[src/rtl/vec_lsu_pkg.sv]
`default_nettype none
// ============================================================================
// Module   : vec_lsu_pkg
// Purpose  : Shared definitions for the vector strided load/store engine.
//            Holds the SEW encodings, the FSM state encoding and the byte-lane
//            mask helper.
// Revision : 1.0 - initial release
// ============================================================================
package vec_lsu_pkg;

   // Element width encodings as delivered by the vector decode logic
   localparam logic [1:0] SEW_E8  = 2'b00;
   localparam logic [1:0] SEW_E16 = 2'b01;
   localparam logic [1:0] SEW_E32 = 2'b10;

   typedef enum logic [1:0] {
      IDLE  = 2'd0,
      ISSUE = 2'd1,
      FIN   = 2'd2
   } state_e;

   // Byte-lane mask of one element inside a 32-bit word.
   // The reserved encoding 2'b11 falls into the full-word case.
   function automatic logic [3:0] lane_mask(input logic [1:0] sew,
                                            input logic [1:0] off);
      logic [3:0] m;
      case (sew)
         SEW_E8:  m = 4'b0001 << off;
         SEW_E16: m = 4'b0011 << off;
         default: m = 4'b1111;
      endcase
      return m;
   endfunction

endpackage
`default_nettype wire

[src/rtl/vec_lane_align.sv]
`default_nettype none
// ============================================================================
// Module   : vec_lane_align
// Purpose  : Combinational byte-lane steering for one vector element.
//            Produces store strobes and shifted store data, extracts and
//            zero-extends a loaded element, and flags misaligned offsets.
//            Misaligned offset bits are cleared before steering; the top
//            decides whether a misaligned element is trapped instead
//            (VEC_LSU_MISALIGN_TRAP_EN).
// Revision : 1.0 - initial release
// ============================================================================
module vec_lane_align
   import vec_lsu_pkg::*;
(
   input  logic [1:0]  sew_i,
   input  logic [1:0]  off_i,
   input  logic [31:0] sdata_i,
   input  logic [31:0] rdata_i,
   output logic [3:0]  wstrb_o,
   output logic [31:0] wdata_o,
   output logic [31:0] relem_o,
   output logic        misalign_o
);

   logic [1:0]  w_off;
   logic [4:0]  w_shift;
   logic [31:0] w_rsh;

   // Align the offset to the element size, then steer store and load lanes
   always_comb begin
      w_off      = 2'b00;
      misalign_o = 1'b0;
      case (sew_i)
         SEW_E8: begin
            w_off = off_i;
         end
         SEW_E16: begin
            w_off      = {off_i[1], 1'b0};
            misalign_o = off_i[0];
         end
         default: begin
            w_off      = 2'b00;
            misalign_o = (off_i != 2'b00);
         end
      endcase

      w_shift = {w_off, 3'b000};
      w_rsh   = rdata_i >> w_shift;
      wstrb_o = lane_mask(sew_i, w_off);

      case (sew_i)
         SEW_E8: begin
            wdata_o = {24'h0, sdata_i[7:0]} << w_shift;
            relem_o = {24'h0, w_rsh[7:0]};
         end
         SEW_E16: begin
            wdata_o = {16'h0, sdata_i[15:0]} << w_shift;
            relem_o = {16'h0, w_rsh[15:0]};
         end
         default: begin
            wdata_o = sdata_i;
            relem_o = rdata_i;
         end
      endcase
   end

endmodule
`default_nettype wire

[src/rtl/vec_strided_lsu.sv]
`default_nettype none
// ============================================================================
// Module   : vec_strided_lsu
// Purpose  : Vector strided load/store engine (vlse.v / vsse.v). Walks vl
//            elements from base with a signed byte stride, issuing one word
//            access per element on a valid/ready memory port and moving
//            elements to/from the vector register file.
//            Optional: VEC_LSU_MISALIGN_TRAP_EN aborts the command with err
//            on a misaligned element instead of clearing the offset bits.
// Revision : 1.0 - initial release
// ============================================================================
module vec_strided_lsu
   import vec_lsu_pkg::*;
#(
   parameter int VL_W = 6
) (
   input  logic            clk,
   input  logic            resetn,
   input  logic            cmd_valid,
   output logic            cmd_ready,
   input  logic            cmd_store,
   input  logic [31:0]     cmd_base,
   input  logic [31:0]     cmd_stride,
   input  logic [VL_W-1:0] cmd_vl,
   input  logic [1:0]      cmd_sew,
   output logic            done,
   output logic            err,
   output logic            mem_valid,
   input  logic            mem_ready,
   output logic [31:0]     mem_addr,
   output logic [31:0]     mem_wdata,
   output logic [3:0]      mem_wstrb,
   input  logic [31:0]     mem_rdata,
   output logic            elem_we,
   output logic [VL_W-1:0] elem_idx,
   output logic [31:0]     elem_wdata,
   input  logic [31:0]     elem_rdata
);

   localparam logic [VL_W-1:0] C_ONE = VL_W'(1);

   state_e          state_q, state_d;
   logic [31:0]     ea_q, ea_d;
   logic [31:0]     stride_q, stride_d;
   logic [VL_W-1:0] vl_q, vl_d;
   logic [VL_W-1:0] idx_q, idx_d;
   logic [1:0]      sew_q, sew_d;
   logic            store_q, store_d;
   logic            alive_q;

   logic [3:0]      w_wstrb;
   logic [31:0]     w_wdata;
   logic [31:0]     w_relem;
   logic            w_misalign;
   logic            w_trap;
   logic            w_last;

   vec_lane_align u_align (
      .sew_i      (sew_q),
      .off_i      (ea_q[1:0]),
      .sdata_i    (elem_rdata),
      .rdata_i    (mem_rdata),
      .wstrb_o    (w_wstrb),
      .wdata_o    (w_wdata),
      .relem_o    (w_relem),
      .misalign_o (w_misalign)
   );

   assign elem_idx = idx_q;
   assign w_last   = (idx_q == (vl_q - C_ONE));

`ifdef VEC_LSU_MISALIGN_TRAP_EN
   logic err_q;

   assign w_trap = w_misalign;
   assign err    = (state_q == FIN) && err_q;

   // Remember a trapped element so err can accompany the done pulse
   always_ff @(posedge clk or negedge resetn) begin
      if (!resetn) begin
         err_q <= 1'b0;
      end else if ((state_q == ISSUE) && w_trap) begin
         err_q <= 1'b1;
      end else if (state_q == IDLE) begin
         err_q <= 1'b0;
      end
   end
`else
   logic w_unused_misalign;

   assign w_trap            = 1'b0;
   assign err               = 1'b0;
   assign w_unused_misalign = w_misalign;
`endif

   // State, command latches and address/index accumulators
   always_ff @(posedge clk or negedge resetn) begin
      if (!resetn) begin
         state_q  <= IDLE;
         ea_q     <= '0;
         stride_q <= '0;
         vl_q     <= '0;
         idx_q    <= '0;
         sew_q    <= '0;
         store_q  <= 1'b0;
         alive_q  <= 1'b0;
      end else begin
         state_q  <= state_d;
         ea_q     <= ea_d;
         stride_q <= stride_d;
         vl_q     <= vl_d;
         idx_q    <= idx_d;
         sew_q    <= sew_d;
         store_q  <= store_d;
         alive_q  <= 1'b1;
      end
   end

   // Next-state logic and all port outputs; outputs idle at zero
   always_comb begin
      state_d    = state_q;
      ea_d       = ea_q;
      stride_d   = stride_q;
      vl_d       = vl_q;
      idx_d      = idx_q;
      sew_d      = sew_q;
      store_d    = store_q;
      cmd_ready  = 1'b0;
      done       = 1'b0;
      mem_valid  = 1'b0;
      mem_addr   = '0;
      mem_wdata  = '0;
      mem_wstrb  = '0;
      elem_we    = 1'b0;
      elem_wdata = '0;

      case (state_q)
         IDLE: begin
            // alive_q keeps cmd_ready low until the first clock after reset
            cmd_ready = alive_q;
            if (alive_q && cmd_valid) begin
               ea_d     = cmd_base;
               stride_d = cmd_stride;
               vl_d     = cmd_vl;
               sew_d    = cmd_sew;
               store_d  = cmd_store;
               idx_d    = '0;
               state_d  = (cmd_vl == '0) ? FIN : ISSUE;
            end
         end

         ISSUE: begin
            if (w_trap) begin
               // Misaligned element: no access, abort after earlier elements
               state_d = FIN;
            end else begin
               mem_valid = 1'b1;
               mem_addr  = {ea_q[31:2], 2'b00};
               mem_wstrb = store_q ? w_wstrb : 4'b0000;
               mem_wdata = store_q ? w_wdata : 32'h0;
               if (mem_ready) begin
                  elem_we    = !store_q;
                  elem_wdata = store_q ? 32'h0 : w_relem;
                  if (w_last) begin
                     state_d = FIN;
                  end else begin
                     idx_d = idx_q + C_ONE;
                     ea_d  = ea_q + stride_q;
                  end
               end
            end
         end

         FIN: begin
            done    = 1'b1;
            state_d = IDLE;
         end

         default: begin
            state_d = IDLE;
         end
      endcase
   end

endmodule
`default_nettype wire
[config.mk]
export PLATFORM = sky130hd
export DESIGN_NAME = vec_strided_lsu
export DESIGN_NICKNAME = d
export VERILOG_FILES = /design/src/rtl/vec_lsu_pkg.sv /design/src/rtl/vec_lane_align.sv /design/src/rtl/vec_strided_lsu.sv
export SDC_FILE = /design/constraint.sdc
export NUM_CORES = 1
export LEC_CHECK = 0
export CORE_ASPECT_RATIO = 1.75
export CORE_MARGIN = 1
export CORE_UTILIZATION = 30
export DETAILED_ROUTE_END_ITERATION = 8
export PLACE_DENSITY = 0.57
export SETUP_SLACK_MARGIN = 0.4
export SLEW_MARGIN = 25
export SYNTH_ARGS = -nofsm -noshare
export SYNTH_HDL_FRONTEND = slang
export SYNTH_SLANG_ARGS = --single-unit
export TNS_END_PERCENT = 10
[constraint.sdc]
create_clock -name clk -period 4 [get_ports clk]
set_input_delay 1.2 -clock clk [delete_from_list [all_inputs] [get_ports clk]]
set_output_delay 1.2 -clock clk [all_outputs]
set_load 0.1 [all_outputs]
==> results.yml <==
synth:
  synth_area_leaders: "sky130_fd_sc_hd__dfrtp_1, sky130_fd_sc_hd__mux2_2, sky130_fd_sc_hd__ha_1"
  netlist.top_cell.by_area: "sky130_fd_sc_hd__dfrtp_1"
  netlist-cell-type-count: 60
  synth-main-ff-cell: "sky130_fd_sc_hd__dfrtp_1"
  synthesis.area_um2: 6690
  yosys.area.top_type_share: 0.307
  synth_area_per_cell_um2: 8.18
  synth-seq-area-share: 0.307
  ys_seq_elements: 82
  synth-edff-count: 0
  count_of_mapped_cells_out_of_synthesis: 818
  synth_async_sr_flop_share: 1.00
  yosysWarnings: 0
cts:
  tritoncts.num_buffers: 9
  path_clk_slew_ps: 60
  clock_tree_from_tritoncts: "yes"
  clock_path_buffers: 2
  clock_tree.htree_level_count: 3
  holdBufCountCts: 0
  clock_sink_count: 82
  worst_skew_pair.late_latency_ps: 350
  clockRootBuffer: "sky130_fd_sc_hd__clkbuf_16"
floorplan:
  row_count: 72
  floorplan.initialDensity: 0.305
  core_area_um2: 22000
  die_area_um2: 22900
  die_width_um: 115
  die_height_um: 200
  ios: 252
worst_setup_path:
  timing_worst_setup_path_type: "in2out"
  crit_path_start_kind: "input port"
  worst_setup_path_end_kind: "output pin"
  crit_path_max_fanout: 3
  timing.critical_path.required_ps: 2800
  worst-endpoint-arrival_ps: 2450
drt:
  drt_wl_total_um: 25000
  drt-pass1-iter-count: 4
  ant_nets: 0
  detail_route.wl_per_cell_um: 18.4
  drt_drc_violations_left: 0
  dr.first_iter.drc_count: 396
  num_vias: 7077
  drt_via_density: 5.22
place:
  hpwlAfterDp_um: 19300
  dp_cells: 1326
  placement.io_buffers: 248
  place_congestion: 0.900
  place_area_um2: 10700
global_routing:
  grt_start_max_net_pins: 57
  antenna_found_initial: 0
  grt_first_pass_wirelength_um: 38200
  grt_use_total: 0.218
  first_global_vias: 7038
  gr-total-overflow: 0
sta:
  slew_viol_final: 0
  slew_hr: 0.481
  grt_setup_unrepaired: "true"
  fmaxAchievable_mhz: 274
  timing.final.setup_violations: 0
  timing_hold_violations_final: 0
  crit_share_post_route: 0.913
  worst-slew-pin-transition_ps: 778
  setup_total_negative_slack_ps: 0
  finClkSkew_ps: 11.2
  min_period_ps: 3650
finish:
  final-instance-count-excl-fill: 1356
  multiInputGateArea_um2: 4660
  finalNetCount: 1229
  area.sequential_um2: 2060
  layout-drive-gt1-share: 0.257
  num-fill-cells: 2041
  synthToLayoutAreaGrowth_pct: 70.5
  finalInstanceArea_um2: 11400
run:
  max-cap-violations: 0
hold_path:
  worst_hold_path_type: "reg2reg"
outcome:
  status: "completed"
sequential cells by signal, summed over array words and instances (netlist names):
name      cells
alive_q       1
ea_q         32
elem_idx      6
sew_q         2
state_q       2
store_q       1
stride_q     32
vl_q          6
path summary, 6_finish.rpt:
check / startpoint / end / slack (ps) / cells after the start
worst min-delay path: ea_q[4] / ea_q[4] / 510 / 2
max in group asynchronous: resetn / ea_q[5] / 2340 / 2
worst min register to register: ea_q[4] / ea_q[4] / 510 / 2
worst max-delay path: mem_rdata[19] / elem_wdata[11] / 350 / 6
min in group asynchronous: resetn / stride_q[25] / 930 / 1
worst max register to register: ea_q[0] / ea_q[18] / 640 / 10
per-stage QoR:
stage	worst slack, ps	utilization	hold WS, ps
3_5_place_dp	160	0.488	497
3_3_place_gp	200	0.488	487
5_1_grt	286	0.519	533
6_report	347	0.519	505
4_1_cts	239	0.512	510
2_1_floorplan	-118	-	469
cell type report:
| type | count | share of cell area |
|---|---|---|
| antenna | 1 | 0.000219 |
| clock buffer | 11 | 0.0204 |
| clock inverter | 5 | 0.0132 |
| inverter | 19 | 0.00680 |
| multi-input combinational | 656 | 0.408 |
| sequential | 82 | 0.180 |
| tap | 296 | 0.0324 |
| timing repair buffer | 285 | 0.338 |
| timing repair inverter | 1 | 0.000658 |
cell usage after synthesis (all sizes together), types with 13 or more instances:
master / n
a21oi: 50
a22oi: 48
and2: 39
and3: 18
buf: 14
clkbuf: 49
dfrtp: 82
ha: 33
inv: 19
mux2: 38
nand2: 73
nand3: 13
nor2: 93
o21ai: 59
o22ai: 20
xnor2: 20
layer usage:
layer	track usage	routed length [um]
met1	0.221	8920
met2	0.426	14000
met3	0.0403	1300
met4	0.0895	766
met5	0	0
cells in the final DEF, fill, tap and decap left out, drive strengths merged, types with 10 or more instances in the layout:
| cell | Yosys | routed |
|---|---|---|
| clkdlybuf4s50 | 0 | 123 |
| o21ai | 59 | 59 |
| o31ai | 12 | 12 |
| buf | 14 | 146 |
| a22oi | 48 | 48 |
| nor3 | 10 | 10 |
| clkbuf | 49 | 11 |
| a21o | 11 | 11 |
| dlymetal6s2s | 0 | 15 |
| a21oi | 50 | 50 |
| xor2 | 11 | 11 |
| nand2 | 73 | 73 |
| nor2 | 93 | 93 |
| nand3 | 13 | 13 |
| dfrtp | 82 | 82 |
| mux2 | 38 | 38 |
| xnor2 | 20 | 20 |
| and3 | 18 | 18 |
| and2 | 39 | 39 |
| ha | 33 | 33 |
| inv | 19 | 18 |
| o22ai | 20 | 20 |
cell families after synthesis:
family	Yosys count	synth area share
buffers and inverters	82	0.0516
flip-flops	82	0.307
XOR/XNOR	33	0.0475
multiplexers	46	0.0759
adder cells (fa/ha/maj)	34	0.0647
other	2	0.00112
AO/OA/AOI/OAI	255	0.250
AND/OR/NAND/NOR	284	0.202
worst max-delay path, stage by stage:
cell and delay (ps):
sky130_fd_sc_hd__clkdlybuf4s50_1 520, sky130_fd_sc_hd__a22oi_1 90, sky130_fd_sc_hd__o2bb2ai_1 170, sky130_fd_sc_hd__a22oi_1 100
sky130_fd_sc_hd__nor2_2 170, sky130_fd_sc_hd__buf_12 190
what timing repair did:
action	CTS	global route
resized for setup	15	35
pin swaps	1	19
setup endpoints to repair	47	48
cloned	2	0
buffers inserted	4	7
Power is not shown: default switching activity piles up to over one toggle a cycle in this logic, so the estimate is an artifact.
